`src/rtl/timestamp_capture.sv`:
```
// timestamp_capture: samples the free-running counter on each rising edge of
// event_in and queues the samples in a small first-word-fall-through FIFO.
// A sticky overflow flag records events lost because the FIFO was full.
// A counter value of zero means the counter is idle, so events are ignored.
module timestamp_capture #(
  parameter int DWIDTH = 8,
  parameter int DEPTH  = 4,
  localparam int AW    = $clog2(DEPTH)
) (
  input  logic              clk,
  input  logic              rst,
  input  logic [DWIDTH-1:0] counter,
  input  logic              event_in,
  output logic [DWIDTH-1:0] ts_data,
  output logic              ts_valid,
  input  logic              ts_ready,
  output logic [AW:0]       level,
  output logic              overflow,
  input  logic              ovf_clear
);

  localparam logic [AW:0] LEVEL_FULL = (AW + 1)'(DEPTH);

  logic [DWIDTH-1:0] mem_q [DEPTH];
  logic [AW-1:0]     rd_ptr_q, rd_ptr_d;
  logic [AW-1:0]     wr_ptr_q, wr_ptr_d;
  logic [AW:0]       level_q, level_d;
  logic              overflow_q, overflow_d;
  logic              event_q, event_d;
  logic              cap, pop, push, full, drop;

  // Edge detect, push/pop decisions and next-state computation.
  always_comb begin
    cap        = event_in & ~event_q & (counter != '0);
    full       = (level_q == LEVEL_FULL);
    pop        = (level_q != '0) & ts_ready;
    // A pop in the same cycle frees the slot, so a full FIFO still accepts.
    push       = cap & (~full | pop);
    drop       = cap & full & ~pop;
    event_d    = event_in;
    rd_ptr_d   = pop  ? rd_ptr_q + AW'(1) : rd_ptr_q;
    wr_ptr_d   = push ? wr_ptr_q + AW'(1) : wr_ptr_q;
    level_d    = level_q;
    case ({push, pop})
      2'b10:   level_d = level_q + (AW + 1)'(1);
      2'b01:   level_d = level_q - (AW + 1)'(1);
      default: level_d = level_q;
    endcase
    // A drop in the same cycle as a clear keeps the flag set.
    overflow_d = drop | (overflow_q & ~ovf_clear);
  end

  // Control state registers; reset discards all queued entries.
  always_ff @(posedge clk) begin
    if (rst) begin
      rd_ptr_q   <= '0;
      wr_ptr_q   <= '0;
      level_q    <= '0;
      overflow_q <= 1'b0;
      event_q    <= 1'b0;
    end else begin
      rd_ptr_q   <= rd_ptr_d;
      wr_ptr_q   <= wr_ptr_d;
      level_q    <= level_d;
      overflow_q <= overflow_d;
      event_q    <= event_d;
    end
  end

  // Storage array; contents need no reset because the head is masked when empty.
  always_ff @(posedge clk) begin
    if (!rst && push) begin
      mem_q[wr_ptr_q] <= counter;
    end
  end

  // Head of queue is presented combinationally (first-word-fall-through).
  always_comb begin
    ts_valid = (level_q != '0);
    ts_data  = ts_valid ? mem_q[rd_ptr_q] : '0;
    level    = level_q;
    overflow = overflow_q;
  end

endmodule

```
`config.mk`:
```
export PLATFORM = sky130hd
export DESIGN_NAME = timestamp_capture
export DESIGN_NICKNAME = d
export VERILOG_FILES = /design/src/rtl/timestamp_capture.sv
export SDC_FILE = /design/constraint.sdc
export NUM_CORES = 1
export LEC_CHECK = 0
export CAP_MARGIN = 5
export CELL_PAD_IN_SITES_DETAIL_PLACEMENT = 0
export CELL_PAD_IN_SITES_GLOBAL_PLACEMENT = 1
export CORE_AREA = 2 2 65 67
export CTS_BUF_LIST = sky130_fd_sc_hd__clkbuf_8 sky130_fd_sc_hd__clkbuf_16
export DETAILED_ROUTE_END_ITERATION = 12
export DIE_AREA = 0 0 67 69
export PLACE_DENSITY = 0.84
export SLEW_MARGIN = 10
export SYNTH_ARGS = -nofsm -noshare
export SYNTH_HDL_FRONTEND = slang
export SYNTH_SLANG_ARGS = --single-unit
```
`constraint.sdc`:
```
create_clock -name clk -period 3.95 [get_ports clk]
set_input_delay 0.9875 -clock clk [delete_from_list [all_inputs] [get_ports clk]]
set_output_delay 0.9875 -clock clk [all_outputs]
set_load 0.005 [all_outputs]
```
* Yosys cells after proc, flatten, opt, wreduce, memory -nomap -nowiden
Memories as Yosys holds them, arrays and structs flattened. A register that Yosys moved wholly into a read port is not among the register bits.
Index checks and enable logic that the tools add are counted.
** Storage, ports and cells
- Bits in registers :: 9
- Bits in latches :: 0
- Memory bits (writable) :: 32
- ROM bits :: 0
- Input bits :: 13
- Output and inout port bits :: 13
- Memories :: 1
** Operators by class
- $add $sub $neg :: 4
- Multiply operators :: 0
- Divide/modulo/power cells :: 0
- $lt $le $gt $ge :: 0
- Equality and inequality tests :: 3
- Shift-type cells :: 0
- Muxes and demuxes :: 6
- Bitwise logic cells :: 13
- Reduce and logical (&&, ||, !) cells :: 5
** Memory list
- mem_q :: words 4, bits a word 8, read ports 1, clocked after memory_dff 1, write ports 1, line 24 : logic [DWIDTH-1:0] mem_q [DEPTH];
** Operators by type and width (count)
- 8-bit two-way mux :: 1
- 8-bit nonzero test :: 1
- 1-bit bitwise AND :: 7
- 3-bit one-hot mux with 2 select lines :: 1
- 2-bit by 1-bit adder with 2-bit output, second input constant :: 2
- 2-bit two-way mux :: 2
- 1-bit NOT :: 4
- 3-bit by 1-bit adder with 3-bit output, second input constant :: 1
- 3-bit == test, second input constant :: 1
- 3-bit nonzero test :: 1
- 3-bit by 1-bit subtractor with 3-bit output, second input constant :: 1
- 2-bit by 1-bit == test with 1-bit output, second input constant :: 1
- 2-bit == test, second input constant :: 1
- 1-bit two-way mux :: 2
- 1-bit bitwise OR :: 2
- 2-bit nonzero test :: 1
- 1-bit logical AND :: 1
- 1-bit zero test :: 1

* Longest topological paths before layout
- Depth after elaboration :: 7
- Depth in mapped cells :: 7
- Depth with buffers taken out :: 7

* Least setup slack after synthesis
No wires, ideal clock.
- Path kind :: input -> register
- Start :: in counter[1]
- End :: reg level_q[2], in the netlist level[2]
- Arrival :: 2.567 ns
- Data required time :: 3.827 ns
- Path slack :: 1.260 ns
- Stages :: 7
- Buffers on the path :: 0
- Path through :: nor4_2 > a21o_2 > nand2_1 > fa_1 > and2_1 > mux2i_1 > mux2_1
** Between the ends
- Cells in the longest elaborated chain, start to end :: 5
** RTL lines
- start: declaration :: line 12 : input logic [DWIDTH-1:0] counter,
- 8-bit nonzero test * :: line 34 : cap = event_in & ~event_q & (counter != '0);
- 1-bit bitwise AND * :: line 34
- 1-bit bitwise AND * :: line 38 : push = cap & (~full | pop);
- 2-bit by 1-bit == test with 1-bit output or 2-bit == test (tied branches) :: line 44 : case ({push, pop})
- 3-bit one-hot mux with 2 select lines or 2-bit nonzero test (tied branches)
- end signal: assignment :: line 64 : level_q <= level_d;
- end: declaration :: line 27 : logic [AW:0] level_q, level_d;
Every way passes the cells marked *; elsewhere a longest branch is shown, timed or not.
A chain may end at the register's enable or synchronous reset.

==> results_dict.tcl <==
set metrics [dict create \
    mappedNetlistArea_mm2 0.00182 \
    grt_setup_unrepaired "no" \
    synthesis_warnings 0 \
    finalCritPeriodShare_pct 78.5 \
    synth-seq-area-share_pct 64.9 \
    worst-slew-pin-transition_ns 0.540 \
    ys_top_cells_by_count "sky130_fd_sc_hd__edfxtp_1 (32), sky130_fd_sc_hd__and2_1 (13), sky130_fd_sc_hd__dfxtp_1 (11)" \
    critical_path_peak_fanout 8 \
    initialDrtViolationCount 28 \
    synth_most_common_cell "sky130_fd_sc_hd__edfxtp_1" \
    insertion_delay_ns 0.28 \
    syn_nets 133 \
    min_period_ns 3.10 \
    intPower_mw 0.851 \
    max_freq_mhz 323 \
    largest_net_degree_at_the_start_of_global_routing 15 \
    finalHoldViolations 0 \
    dpl-instance-area_mm2 0.00212 \
    worstHoldPathType "reg -> reg" \
    sequentialPowerShare_pct 49.6 \
    via_total_after_detailed_routing 986 \
    grt_first_pass_wirelength_um 4820 \
    timing.max_slew.rel_slack_pct 64.0 \
    power.switching_mw 0.295 \
    dp.final_hpwl_um 2050 \
    globalplace.congestion 0.745 \
    netlist.top_cell.by_area "sky130_fd_sc_hd__edfxtp_1" \
    power.share.clock_pct 21.6 \
    cts.reportedPaths.clkPinSlew_ns 0.07 \
    powerDensity_mw_per_mm2 522 \
    antennaDiodeCount 0 \
    cts_tree "done" \
    timing.setup.critical_path_class "reg -> out" \
    utilization_after_layout_pct 56.1 \
    chipHeight_um 69 \
    antenna_found_initial 0 \
    buffer_ports.inserted 25 \
    cts_hold_buf 0 \
    filler_cell_count 320 \
    die_area_mm2 0.00462 \
    synth_enable_flop_cells 32 \
    cp_data_required_time_ns 2.96 \
    chipWidth_um 67 \
    place.detailed.instances 186 \
    netlist.area_leader.share_pct 52.8 \
    clock-root-buffer "sky130_fd_sc_hd__clkbuf_8" \
    synth-main-ff-cell "sky130_fd_sc_hd__edfxtp_1" \
    cts_resized 0 \
    ranking_of_synthesized_cells_by_area "sky130_fd_sc_hd__edfxtp_1 (53%), sky130_fd_sc_hd__dfxtp_1 (12%), sky130_fd_sc_hd__mux4_2 (9.9%)" \
    row_count 23 \
    effective_utilization_at_floorplan_pct 46.5 \
    layout-drive-gt1-share_pct 16.8 \
    tritoncts.num_buffers 5 \
    post_synth.cell_area_avg_um2 15.8 \
    nets 161 \
    route.final.wire_length_um 2890 \
    run_status "completed" \
    postCtsSetupRepairBufs 0 \
    synth_cells 115 \
    drc 0 \
    power.leakage_nw 0.723 \
    power.share.switching_pct 25.7 \
    grt_remaining_overflow 0 \
    drtPass1Iterations 4 \
    synth-seq-cells 43 \
    groute.usage.overall_pct 14.1 \
    combinationalPowerShare_pct 28.8 \
    unique_masters_post_synth 28 \
    finalPower_mw 1.15 \
    finalSetupViolations 0 \
    final_cells 193 \
    route.detailed.wl_per_inst_um 15.0 \
    clock-skew-final_ns 0.00385 \
    floorplan.io_pins 26 \
    cp.arrival_ns 2.11 \
    fin_setup_tns_ns 0 \
    cp_capture_type "primary output" \
    area_growth_syn_to_layout_pct 20.5 \
    timing.critical_path.from_type "register" \
    design_area_mm2 0.00219 \
    route.detailed.vias_per_inst 5.11 \
    coreArea_mm2 0.00391 \
    synth_async_sr_flop_share_pct 0 \
    grt_pass1_vias 998 \
    cts.sink_count 43 \
    drv_slew 0 \
    drv_cap 0 \
    worst_ir_drop_vdd_mv 0.245 \
    ant_nets 0 \
    cts_htree_levels 2 \
    cts_buffer_depth 2 \
]
[placed cells by master (no fill, tap or decap)]
| cell type | n |
|---|---|
| sky130_fd_sc_hd__dfxtp_1 | 11 |
| sky130_fd_sc_hd__nand2b_1 | 1 |
| sky130_fd_sc_hd__and2_1 | 13 |
| sky130_fd_sc_hd__nor2_1 | 10 |
| sky130_fd_sc_hd__nor3_1 | 1 |
| sky130_fd_sc_hd__a21oi_1 | 3 |
| sky130_fd_sc_hd__o31a_2 | 1 |
| sky130_fd_sc_hd__clkinv_2 | 1 |
| sky130_fd_sc_hd__o21ai_0 | 1 |
| sky130_fd_sc_hd__nor4_2 | 2 |
| sky130_fd_sc_hd__edfxtp_1 | 32 |
| sky130_fd_sc_hd__clkdlybuf4s50_1 | 25 |
| sky130_fd_sc_hd__nand2_1 | 3 |
| sky130_fd_sc_hd__or3_2 | 1 |
| sky130_fd_sc_hd__mux2_2 | 2 |
| sky130_fd_sc_hd__ha_1 | 4 |
| sky130_fd_sc_hd__nor4b_4 | 1 |
| sky130_fd_sc_hd__a211oi_2 | 1 |
| sky130_fd_sc_hd__mux2_1 | 1 |
| sky130_fd_sc_hd__clkinv_1 | 1 |
| sky130_fd_sc_hd__fa_1 | 1 |
| sky130_fd_sc_hd__mux4_2 | 8 |
| sky130_fd_sc_hd__xor2_1 | 1 |
| sky130_fd_sc_hd__inv_1 | 4 |
| sky130_fd_sc_hd__nor3_2 | 1 |
| sky130_fd_sc_hd__clkbuf_8 | 5 |
| sky130_fd_sc_hd__mux2i_1 | 2 |
| sky130_fd_sc_hd__xnor2_1 | 2 |
| sky130_fd_sc_hd__a21o_2 | 1 |
| sky130_fd_sc_hd__nor2b_1 | 3 |
[path summary, 6_finish.rpt]
kind / from / endpoint / slack, ns / cells past startpoint
worst max-delay path: register / ts_data[1] / 0.85 / 3
worst min-delay path: wr_ptr_q[1] / wr_ptr_q[1] / 0.53 / 2
worst max register to register: level[0] / level[2] / 2.00 / 6
worst min register to register: wr_ptr_q[1] / wr_ptr_q[1] / 0.53 / 2
[routing by layer]
metal / track usage, % / vias up / part of all wire (%)
li1: - / 476 / -
met1: 18.6 / 482 / 45
met2: 22.3 / 23 / 50
met3: 2.94 / 5 / 3.5
met4: 6.12 / 0 / 1.3
met5: 0 / - / 0
[cells by family (layout without fill, tap and decap cells)]
group / count (synthesis) / count (layout) / synth area share [%]
XOR/XNOR: 3 / 3 / 1.44
multiplexers: 13 / 13 / 12.9
buffers and inverters: 8 / 36 / 1.72
AO/OA/AOI/OAI: 7 / 7 / 2.82
AND/OR/NAND/NOR: 36 / 36 / 12.4
flip-flops: 43 / 43 / 64.9
adder cells (fa/ha/maj): 5 / 5 / 3.85
[registers in the layout (all words and copies together) (netlist names), named ones only]
signal / flops
level: 3
rd_ptr_q: 2
wr_ptr_q: 2
mem_q: 32
event_q: 1
overflow: 1
[stage by stage]
step / setup slack [ns] / hold WS [ns]
after floorplan: 1.26 / 0.485
after CTS: 0.765 / 0.525
after global placement: 0.650 / 0.511
final: 0.849 / 0.525
after global routing: 0.695 / 0.567
after detailed placement: 0.565 / 0.513
[layout make-up]
type | count | area (um^2) | area share (%)
flip-flops and latches | 43 | 1180 | 53.8
multi-input cells | 64 | 608 | 27.7
repair buffers | 25 | 250 | 11.4
clock buffers | 5 | 68.8 | 3.14
well taps | 50 | 62.6 | 2.85
inverters | 4 | 15.0 | 0.684
clock inverters | 2 | 8.76 | 0.399
[worst max-delay path: stages (launching register included)]
cell,delay [ns]
sky130_fd_sc_hd__dfxtp_1,0.66
sky130_fd_sc_hd__mux4_2,0.56
sky130_fd_sc_hd__and2_1,0.17
sky130_fd_sc_hd__clkdlybuf4s50_1,0.44
[power by group through the flow]
stage	logic (mW)	clock network [mW]	registers, mW
2_1_floorplan	0.205	0	0.552
3_3_place_gp	0.331	0	0.578
3_5_place_dp	0.335	0	0.580
4_1_cts	0.336	0.254	0.571
5_1_grt	0.365	0.274	0.575
6_report	0.330	0.248	0.568
(Power assumes the default switching activity.)
